`src/rtl/decode_scoreboard_pkg.sv`:
```
// Shared constants and decode-facing structs for the register scoreboard.
// Struct widths follow the SB_* constants; top/bank parameters default to them.
package decode_scoreboard_pkg;

  localparam logic SB_BANK_INT = 1'b0;
  localparam logic SB_BANK_FP  = 1'b1;

  localparam int SB_NUM_REGS = 32;
  localparam int SB_ADDR_W   = 5;
  localparam int SB_NUM_RD   = 3;
  localparam int SB_LAT_W    = 4;
  localparam int SB_MAX_VAR  = 4;
  localparam int SB_VCNT_W   = $clog2(SB_MAX_VAR + 1);

  typedef struct packed {
    logic                                valid;
    logic [SB_NUM_RD-1:0]                rden;
    logic [SB_NUM_RD-1:0]                rbank;
    logic [SB_NUM_RD-1:0][SB_ADDR_W-1:0] raddr;
    logic                                wren;
    logic                                wbank;
    logic [SB_ADDR_W-1:0]                waddr;
    logic [SB_LAT_W-1:0]                 lat;
    logic                                flush;
  } scoreboard_in_type;

  typedef struct packed {
    logic                 ready;
    logic                 stall_raw;
    logic                 stall_waw;
    logic                 stall_struct;
    logic [SB_VCNT_W-1:0] var_count;
    logic                 err;
  } scoreboard_out_type;

endpackage

```
`src/rtl/decode_scoreboard_bank.sv`:
```
// One register file's busy tracking: fixed-latency countdowns, variable-latency
// pending flags and hazard lookups. SCOREBOARD_WB_BYPASS_EN lets wb clear a hazard same-cycle.
module scoreboard_bank
  import decode_scoreboard_pkg::*;
#(
  parameter int   NUM_REGS = SB_NUM_REGS,
  parameter int   ADDR_W   = SB_ADDR_W,
  parameter int   NUM_RD   = SB_NUM_RD,
  parameter int   LAT_W    = SB_LAT_W,
  parameter logic BANK     = SB_BANK_INT
) (
  input  logic                          clk,
  input  logic                          rst,
  input  logic                          set_fix,
  input  logic                          set_var,
  input  logic [ADDR_W-1:0]             waddr,
  input  logic [LAT_W-1:0]              lat,
  input  logic                          wr_chk,
  input  logic [NUM_RD-1:0]             rd_chk,
  input  logic [NUM_RD-1:0][ADDR_W-1:0] raddr,
  input  logic                          wb_hit,
  input  logic [ADDR_W-1:0]             wb_addr,
  input  logic                          kill,
  output logic                          rd_busy,
  output logic                          wr_busy,
  output logic                          wb_pend
);

  logic [NUM_REGS-1:0][LAT_W-1:0] cnt_q, cnt_d;
  logic [NUM_REGS-1:0]            pend_q, pend_d;
  logic [NUM_REGS-1:0]            busy, wb_clr, trk;

  // Hazard view; kept apart from next-state so issue->fire->update has no comb loop.
  always_comb begin
    trk    = '1;
    busy   = '0;
    wb_clr = '0;
    if (BANK == SB_BANK_INT) trk[0] = 1'b0;
    for (int r = 0; r < NUM_REGS; r++) begin
      wb_clr[r] = wb_hit & (wb_addr == ADDR_W'(r)) & pend_q[r];
`ifdef SCOREBOARD_WB_BYPASS_EN
      busy[r] = trk[r] & ((cnt_q[r] != '0) | (pend_q[r] & ~wb_clr[r]));
`else
      busy[r] = trk[r] & ((cnt_q[r] != '0) | pend_q[r]);
`endif
    end
  end

  // Counter holds L-1 so a reader issued L cycles after the writer sees it free.
  always_comb begin
    cnt_d  = cnt_q;
    pend_d = pend_q;
    for (int r = 0; r < NUM_REGS; r++) begin
      cnt_d[r] = (cnt_q[r] != '0) ? cnt_q[r] - LAT_W'(1) : '0;
      if (set_fix & trk[r] & (waddr == ADDR_W'(r)))
        cnt_d[r] = lat - LAT_W'(1);
      pend_d[r] = ~kill & trk[r] &
                  ((pend_q[r] & ~wb_clr[r]) | (set_var & (waddr == ADDR_W'(r))));
    end
  end

  always_comb begin
    rd_busy = 1'b0;
    for (int i = 0; i < NUM_RD; i++)
      rd_busy = rd_busy | (rd_chk[i] & busy[raddr[i]]);
    wr_busy = wr_chk & busy[waddr];
    wb_pend = pend_q[wb_addr];
  end

  always_ff @(posedge clk or negedge rst) begin
    if (!rst) begin
      cnt_q  <= '0;
      pend_q <= '0;
    end else begin
      cnt_q  <= cnt_d;
      pend_q <= pend_d;
    end
  end

endmodule

```
`src/rtl/decode_scoreboard.sv`:
```
// Decode-stage hazard scoreboard over int and fp register banks.
// Define SCOREBOARD_WB_BYPASS_EN to let writeback release a register in the same cycle.
module decode_scoreboard
  import decode_scoreboard_pkg::*;
#(
  parameter int NUM_REGS = SB_NUM_REGS,
  parameter int ADDR_W   = SB_ADDR_W,
  parameter int NUM_RD   = SB_NUM_RD,
  parameter int LAT_W    = SB_LAT_W,
  parameter int MAX_VAR  = SB_MAX_VAR,
  parameter int VCNT_W   = $clog2(MAX_VAR + 1)
) (
  input  logic                     clk,
  input  logic                     rst,
  input  logic                     issue_valid,
  input  logic [NUM_RD-1:0]        issue_rden,
  input  logic [NUM_RD-1:0]        issue_rbank,
  input  logic [NUM_RD*ADDR_W-1:0] issue_raddr,
  input  logic                     issue_wren,
  input  logic                     issue_wbank,
  input  logic [ADDR_W-1:0]        issue_waddr,
  input  logic [LAT_W-1:0]         issue_lat,
  input  logic                     flush,
  input  logic                     kill_var,
  input  logic                     wb_valid,
  input  logic                     wb_bank,
  input  logic [ADDR_W-1:0]        wb_waddr,
  output logic                     issue_ready,
  output logic                     stall_raw,
  output logic                     stall_waw,
  output logic                     stall_struct,
  output logic [VCNT_W-1:0]        var_count,
  output logic                     err
);

  scoreboard_in_type  sb_in;
  scoreboard_out_type sb_out;

  logic              lat_nz, fire, wr_fire, var_inc, wb_ok;
  logic [1:0]        rd_busy, wr_busy, wb_pend;
  logic [VCNT_W-1:0] var_count_q, var_count_d;
  logic              err_q, err_d;

  always_comb begin
    sb_in.valid = issue_valid;
    sb_in.rden  = issue_rden;
    sb_in.rbank = issue_rbank;
    sb_in.raddr = issue_raddr;
    sb_in.wren  = issue_wren;
    sb_in.wbank = issue_wbank;
    sb_in.waddr = issue_waddr;
    sb_in.lat   = issue_lat;
    sb_in.flush = flush;
  end

  assign lat_nz = |sb_in.lat;

  for (genvar b = 0; b < 2; b++) begin : g_bank
    logic              wsel;
    logic [NUM_RD-1:0] rd_chk;

    always_comb begin
      wsel   = (sb_in.wbank == 1'(b));
      rd_chk = '0;
      for (int i = 0; i < NUM_RD; i++)
        rd_chk[i] = sb_in.valid & sb_in.rden[i] & (sb_in.rbank[i] == 1'(b));
    end

    scoreboard_bank #(
      .NUM_REGS (NUM_REGS),
      .ADDR_W   (ADDR_W),
      .NUM_RD   (NUM_RD),
      .LAT_W    (LAT_W),
      .BANK     (1'(b))
    ) u_bank (
      .clk     (clk),
      .rst     (rst),
      .set_fix (wr_fire & wsel & lat_nz),
      .set_var (wr_fire & wsel & ~lat_nz),
      .waddr   (sb_in.waddr),
      .lat     (sb_in.lat),
      .wr_chk  (sb_in.valid & sb_in.wren & wsel),
      .rd_chk  (rd_chk),
      .raddr   (sb_in.raddr),
      .wb_hit  (wb_valid & (wb_bank == 1'(b))),
      .wb_addr (wb_waddr),
      .kill    (kill_var),
      .rd_busy (rd_busy[b]),
      .wr_busy (wr_busy[b]),
      .wb_pend (wb_pend[b])
    );
  end

  // Structural limit is checked against the registered count only; wb frees a slot next cycle.
  always_comb begin
    sb_out.stall_raw    = |rd_busy;
    sb_out.stall_waw    = |wr_busy;
    sb_out.stall_struct = sb_in.valid & sb_in.wren & ~lat_nz &
                          (var_count_q == VCNT_W'(MAX_VAR));
    sb_out.ready        = ~(sb_out.stall_raw | sb_out.stall_waw | sb_out.stall_struct);
    sb_out.var_count    = var_count_q;
    sb_out.err          = err_q;
  end

  assign issue_ready  = sb_out.ready;
  assign stall_raw    = sb_out.stall_raw;
  assign stall_waw    = sb_out.stall_waw;
  assign stall_struct = sb_out.stall_struct;
  assign var_count    = sb_out.var_count;
  assign err          = sb_out.err;

  // Var writes to int x0 are never tracked, so they must not occupy a slot either.
  always_comb begin
    fire        = sb_in.valid & issue_ready & ~sb_in.flush;
    wr_fire     = fire & sb_in.wren;
    var_inc     = wr_fire & ~lat_nz &
                  ~((sb_in.wbank == SB_BANK_INT) & (sb_in.waddr == '0));
    wb_ok       = wb_valid & wb_pend[wb_bank];
    var_count_d = kill_var ? '0
                : var_count_q + VCNT_W'(var_inc) - VCNT_W'(wb_ok);
    err_d       = err_q | (wb_valid & ~wb_pend[wb_bank]);
  end

  always_ff @(posedge clk or negedge rst) begin
    if (!rst) begin
      var_count_q <= '0;
      err_q       <= 1'b0;
    end else begin
      var_count_q <= var_count_d;
      err_q       <= err_d;
    end
  end

endmodule

```
`config.mk`:
```
export PLATFORM = sky130hd
export DESIGN_NAME = decode_scoreboard
export DESIGN_NICKNAME = d
export VERILOG_FILES = /design/src/rtl/decode_scoreboard_pkg.sv /design/src/rtl/decode_scoreboard_bank.sv /design/src/rtl/decode_scoreboard.sv
export SDC_FILE = /design/constraint.sdc
export NUM_CORES = 1
export LEC_CHECK = 0
export ABC_AREA = 1
export CAP_MARGIN = 20
export CORE_MARGIN = 10
export CORE_UTILIZATION = 63
export CTS_CLUSTER_SIZE = 10
export DETAILED_ROUTE_END_ITERATION = 7
export GPL_TIMING_DRIVEN = 0
export PLACE_DENSITY = 0.91
export SYNTH_ARGS = -nofsm -noshare
export SYNTH_HDL_FRONTEND = slang
export SYNTH_SLANG_ARGS = --single-unit
```
`constraint.sdc`:
```
create_clock -name clk -period 4.1 [get_ports clk]
set_input_delay 0.82 -clock clk [delete_from_list [all_inputs] [get_ports clk]]
set_output_delay 0.82 -clock clk [all_outputs]
set_load 0.01 [all_outputs]
```
Word level (Yosys, flattened, before mapping)
Cells that the tools add are included.
Word-level totals
  output and inout port bits: 8
  register bits: 319
  input port bits: 44
  logic and storage cells: 1042
Operators by class
  bitwise logic cells: 623
  equality and inequality tests: 63
  reduce and logical (&&, ||, !) cells: 68
  add/sub/neg operators: 66
  muxes and demuxes: 149
  order comparisons: 6
Operators with widths (number)
  4-bit two-way mux: 126
  1-bit AND: 416
  4-bit by 1-bit subtractor with 4-bit output, second input constant: 64
  4-bit nonzero test: 63
  5-bit equality test, second input constant: 32
  1-bit OR: 133
  5-bit by 4-bit equality test with 1-bit output, second input constant: 16
  1-bit inverter: 74
  1-bit binary-select mux with 5-bit select: 10
  5-bit by 3-bit equality test with 1-bit output, second input constant: 8
  5-bit by 6-bit < comparator with 1-bit output, second input constant: 5
  5-bit by 2-bit equality test with 1-bit output, second input constant: 4
  1-bit two-way mux: 12
  5-bit by 1-bit equality test with 1-bit output, second input constant: 2
  5-bit zero test: 2
  2-bit OR reduction: 2
  4-bit OR reduction: 1
  3-bit by 1-bit adder with 3-bit output: 1
  3-bit equality test, second input constant: 1
  3-bit two-way mux: 1
  3-bit by 1-bit subtractor with 3-bit output: 1
  1-bit by 2-bit < comparator with 1-bit output, second input constant: 1

Longest topological paths before layout
  word-level depth: 19
  mapped depth: 24
  gate-level depth less buffers: 23

Hierarchy
From an unflattened synthesis, not the netlist that was laid out.
Unflattened totals
  cells, all modules: 2609
  area, all modules: 18666.7 um^2
By module, submodules not included
  scoreboard_bank at g_bank[1].u_bank: area each 9231.4 um^2, times used 1, cells each 1296, sequential area each 4003.8 um^2
  scoreboard_bank at g_bank[0].u_bank: area each 8986.1 um^2, times used 1, cells each 1243, sequential area each 3878.7 um^2
  decode_scoreboard: area each 449.2 um^2, times used 1, cells each 70, sequential area each 100.1 um^2

Worst setup path before layout
OpenSTA, ideal clock, no wires.
  path type: input -> register
  start: input issue_lat[0]
  end: register var_count_q[2] (netlist: var_count[2])
  data arrival time: 3.648 ns
  data required time: 3.968 ns
  library setup time: 0.132 ns
  slack: 0.320 ns
  cell stages on the path: 19
  buffers on the path: 2
  cells stage by stage: inv_2 buf_1 ha_1 nand2_1 nor4_1 inv_1 nand2_1 inv_1 nand4_2 nor2_2 buf_2 nand2_1 ha_1 inv_1 ha_1 inv_1 fa_1 xnor2_1 nor2_1
Between the ends
  cells in the longest elaborated chain, start to end: 14
Ends and longest elaborated chain
  from (decl): RTL line decode_scoreboard.sv:22  | input logic [LAT_W-1:0] issue_lat,
  4-bit OR reduction: RTL line decode_scoreboard.sv:56  | assign lat_nz = |sb_in.lat;
  1-bit inverter: RTL line decode_scoreboard.sv:98  | sb_out.stall_struct = sb_in.valid & sb_in.wren & ~lat_nz &
  1-bit AND (2 in a row): RTL line decode_scoreboard.sv:98
  via stall_struct: RTL line decode_scoreboard.sv:31  | output logic stall_struct,
  1-bit OR: RTL line decode_scoreboard.sv:100  | sb_out.ready = ~(sb_out.stall_raw | sb_out.stall_waw | sb_out.stall_struct);
  1-bit inverter: RTL line decode_scoreboard.sv:100
  1-bit AND (2 in a row): RTL line decode_scoreboard.sv:114  | fire = sb_in.valid & issue_ready & ~sb_in.flush;
  1-bit AND: RTL line decode_scoreboard.sv:115  | wr_fire = fire & sb_in.wren;
  1-bit AND (2 in a row): RTL line decode_scoreboard.sv:116  | var_inc = wr_fire & ~lat_nz &
  3-bit by 1-bit adder with 3-bit output: RTL line decode_scoreboard.sv:120  | : var_count_q + VCNT_W'(var_inc) - VCNT_W'(wb_ok);
  3-bit by 1-bit subtractor with 3-bit output: RTL line decode_scoreboard.sv:120
  3-bit two-way mux: RTL line decode_scoreboard.sv:119  | var_count_d = kill_var ? '0
  via var_count_d[2]: RTL line decode_scoreboard.sv:41  | logic [VCNT_W-1:0] var_count_q, var_count_d;
  to (signal assigned): RTL line decode_scoreboard.sv:129  | var_count_q <= var_count_d;
  to (decl): RTL line decode_scoreboard.sv:41
The timed path passes the listed nets, and every way through them passes these cells.

Worst setup path after layout
  start: input wb_waddr[0]
  end: register var_count_q[2] (netlist: var_count[2])
Between the ends
  cells in the longest elaborated chain, start to end: 7
  elaborated cells between the ends (all ways): 9
  those cells by class: 1 x add/sub; 7 x mux; 1 x bitwise
Ends and longest elaborated chain
  from (decl): RTL line decode_scoreboard.sv:27  | input logic [ADDR_W-1:0] wb_waddr,
  1-bit binary-select mux with 5-bit select: RTL line decode_scoreboard_bank.sv:67  | wb_pend = pend_q[wb_addr];
  1-bit two-way mux (implied by the code): RTL line decode_scoreboard_bank.sv:67
  1-bit two-way mux (implied by the code) * (2 in a row): RTL line decode_scoreboard.sv:118  | wb_ok = wb_valid & wb_pend[wb_bank];
  1-bit AND *: RTL line decode_scoreboard.sv:118
  3-bit by 1-bit subtractor with 3-bit output *: RTL line decode_scoreboard.sv:120
  3-bit two-way mux *: RTL line decode_scoreboard.sv:119
  via var_count_d[2]: RTL line decode_scoreboard.sv:41
Mark *: on every way through the listed nets, which the timed path passes. The rest lies on a longest branch. The select of a mux whose other input is x is not followed.

==> impl_results.md <==
* Power per cell area at 620 nW/um^2
* Syn_nets at 2754
* Crit path depth at 17
* Overall global routing resource usage at 0.360
* Via count at 20800
* Drt drc at 2
* I/O pin cnt at 52
* Pleak at 0.0106 uW
* Switch Pwr at 5620 uW
* Synth warnings at 0
* Register Area at 7980 um^2
* Max transition margin at 0.309
* Setup TNS at -0.0142 ns
* Cell chain of the critical path: clkdlybuf4s50_1, inv_1, nor2_1, clkbuf_2, a22oi_1, o221ai_1, nand2_1, o2111ai_1, o211ai_1, a21oi_2, ha_1, inv_1, ha_1, inv_1, fa_1, xnor2_1, nor2_1
* CP endpoint kind: flip-flop
* Syn_area_per_cell at 6.91 um^2
* Design area at 21000 um^2
* Die width at 192 um
* Area Growth Syn to Fin at 12.6%
* # fillers at 2267
* First-pass GRT wire length at 105000 um
* CP arrival at 4.49 ns
* Crit path required time at 4.48 ns
* Vias in the first global route at 19300
* Core area at 29000 um^2
* Die H at 192 um
* Largest net degree at the start of global routing at 125
* 1st-iter DRT viols at 3383
* Layout Nets at 2853
* Reg power frac at 0.355
* Vias per inst at 6.49
* Status: finished, violations left
* Worst Max-Slew Pin Slew at 1.04 ns
* Drt first pass iters at 8
* Most used cell, CP: inv_1
* Initial antenna violation count at 4
* Post-route ant nets at 0
* Max clock buf depth at 3
* TritonCTS clock tree: yes
* Post-DP HPWL at 49100 um
* Maxcap violations at 0
* CTS buffer count at 39
* Failing checks: DRC, setup timing
* CP max stage delay at 0.55 ns
* Final Hold Fails at 0
* Core Util, Final at 0.725
* Fin crit share at 1.00
* H-tree depth at 2
* Clock skew at 0.0158 ns
* Ys flop type: dfrtp_1
* FFs w/ async S/R, synth at 1.00
* Fin Hold WS at 0.330 ns
* Clock transition at path regs at 0.05 ns
* Root Driver: clkbuf_16
* Synth cell types at 39
* Grt ovf at 0
* Setup violation total in the final timing report at 1
* Final setup margin at -0.0142 ns
* Post-Syn Area at 18700 um^2
* Port Buf Inserts at 39
* Total die area at 36900 um^2
* Worst hold path type: primary input to async pin
* Combinational fraction of design power at 0.410
* Yosys reg bits at 319
* Final Slew Violations at 0
* Initial core utilization at 0.644
* Worst R2R Start: g_bank[1].u_bank.cnt_q[93]
* Area post-placement at 19600 um^2
* Crit path max-delay family: buffers and inverters
* Worst r2r path cells at 22
* Crit path launch type: primary input
* Cells after synthesis at 2706
* Clock latency on the worst-skew pair at 0.54 ns
* Multi-input logic area at 9520 um^2
* Max Clk Rate at 243 MHz
* Sequential area share after synthesis at 0.427
* WL per Instance at 21.4 um
* Max FO, Critical Path at 10
* Switching part of the total power at 0.431
* Rows at 62
* Total clock sinks at 319
* Share of cells above drive strength 1 at 0.0647
* VDD IR-drop max at 0.436 mV
* Final critical-path required period at 4.11 ns
* Post-Route WL at 68500 um
* Reg2Reg Setup Slack at 0.14 ns
* Internal power at 7420 uW
* EDFF count, synth at 0
* Clock Power Share at 0.235
* RD Place Congestion at 1.11
* Critical path buffer and inverter count at 5
* Crit Path Class: primary input to flip-flop
* Total power at 13000 uW
* CP max-delay cell: clkdlybuf4s50_1
* RR Endpoint: var_count[2]
==> final cells by class <==
type,count,share of cell area
Sequential cell,319,0.379
Timing Repair Buffer,59,0.0274
Antenna cell,4,0.000476
Clock inverter,5,0.00273
Multi-Input combinational cell,2026,0.452
Buffer,119,0.0240
Tap cell,384,0.0228
Clock buffer,43,0.0476
Inverter,241,0.0435
==> worst register-to-register path: stages, from the launching register on <==
cell and delay, ns:
dfrtp_1 0.41, nor2_1 0.28, nand3_2 0.30, nand2_1 0.14, nand3_1 0.08, nand3_1 0.09
nand3_1 0.11, nand2_1 0.12, nand2_1 0.06, nand3_1 0.07, nand2_1 0.05, nor2_1 0.23
nand4_4 0.21, nor2_4 0.19, buf_4 0.20, nand2_1 0.14, ha_1 0.30, inv_1 0.06
ha_1 0.13, inv_1 0.05, fa_1 0.37, xnor2_1 0.17, nor2_1 0.06
==> logic make-up (layout without fill, tap and decap cells) <==
| kind of cell | after synthesis | in the layout | synth area share |
|---|---|---|---|
| AO/OA/AOI/OAI | 362 | 362 | 0.108 |
| XOR/XNOR | 26 | 26 | 0.0122 |
| adder cells (fa/ha/maj) | 4 | 4 | 0.00308 |
| buffers and inverters | 361 | 467 | 0.0746 |
| flip-flops | 319 | 319 | 0.427 |
| multiplexers | 2 | 2 | 0.00121 |
| other | 0 | 4 | 0 |
| AND/OR/NAND/NOR | 1632 | 1632 | 0.373 |
==> cell usage after synthesis, drive strengths merged (3+ instances only) <==
library cell,number,area (um^2)
nand2,694,2610
nand3,540,2700
nor2,345,1300
dfrtp,319,7980
inv,238,893
a21oi,146,731
o21ai,137,686
clkbuf,73,274
buf,47,215
o21bai,31,233
xor2,25,219
nand3b,19,143
nand4,19,125
a22oi,10,75.1
o221ai,10,87.6
nor3,7,46.3
or2,7,43.8
a21o,6,45.0
o22ai,5,31.3
a221oi,4,35.0
a21boi,3,22.5
clkinv,3,11.3
ha,3,37.5
o2111ai,3,26.3
==> routing by layer <==
layer  global-route usage  up-vias  routed length (um)
met5                    0        -                  71
met4                0.187        6                4290
met1                0.458     9650               24400
met2                0.544     1628               29400
met3                0.112      405               10400
li1                     -     9073                   -
==> power groups by stage <==
stage | Clock, uW | Combinational [uW] | Sequential [uW]
2_1_floorplan | 0 | 3390 | 4480
3_3_place_gp | 0 | 4550 | 4570
3_5_place_dp | 0 | 4840 | 4620
4_1_cts | 3040 | 4900 | 4590
5_1_grt | 3170 | 5820 | 4720
6_report | 3060 | 5350 | 4630
==> flip-flops by register name, summed over array words and instances, names as in the netlist <==
register and cells:
err 1, g_bank.u_bank.cnt_q 252, g_bank.u_bank.pend_q 63, var_count 3
==> placed cells by master (no fill, tap or decap), types with 12 or more instances in the layout <==
master and instances:
nor2_2 12, clkbuf_1 63, buf_4 16, dfrtp_1 319
inv_1 229, nand2_1 686, xor2_1 24, nand4_1 18
a21oi_1 145, clkbuf_2 15, clkbuf_16 39, nand3b_1 19
nand3_1 522, o21bai_1 31, buf_2 32, buf_1 15
clkdlybuf4s50_1 33, o21ai_0 137, nor2_1 327, nand3_2 18
==> worst max path at each step <==
stage               slack (ns)                         end                        start
detailed placement       -1.44                var_count[2]               issue_waddr[0]
global route             -0.07                 issue_ready  g_bank[1].u_bank.cnt_q[112]
global placement        -11.27  g_bank[0].u_bank.cnt_q[11]                          rst
floorplan                 0.32                var_count[2]                 issue_lat[0]
CTS                      0.004                var_count[2]               issue_waddr[3]
finish                   -0.01                var_count[2]                  wb_waddr[0]
==> what timing repair did <==
| action | in CTS | in global routing |
|---|---|---|
| hold buffers | 0 | 0 |
| pin swaps | 1 | 15 |
| resized for setup | 23 | 72 |
| buffers inserted | 1 | 14 |
| setup endpoints to repair | 7 | 6 |
==> stage by stage <==
| stage | cells | setup WS, ns |
|---|---|---|
| final | 3200 | -0.0142 |
| after global routing | 3196 | -0.0671 |
| after CTS | 3181 | 0.00400 |
| after detailed placement | 3133 | -1.44 |
| after global placement | 3129 | -11.27 |
| after floorplan | 2706 | 0.320 |
Note: power is estimated with default switching activity, not from simulation.
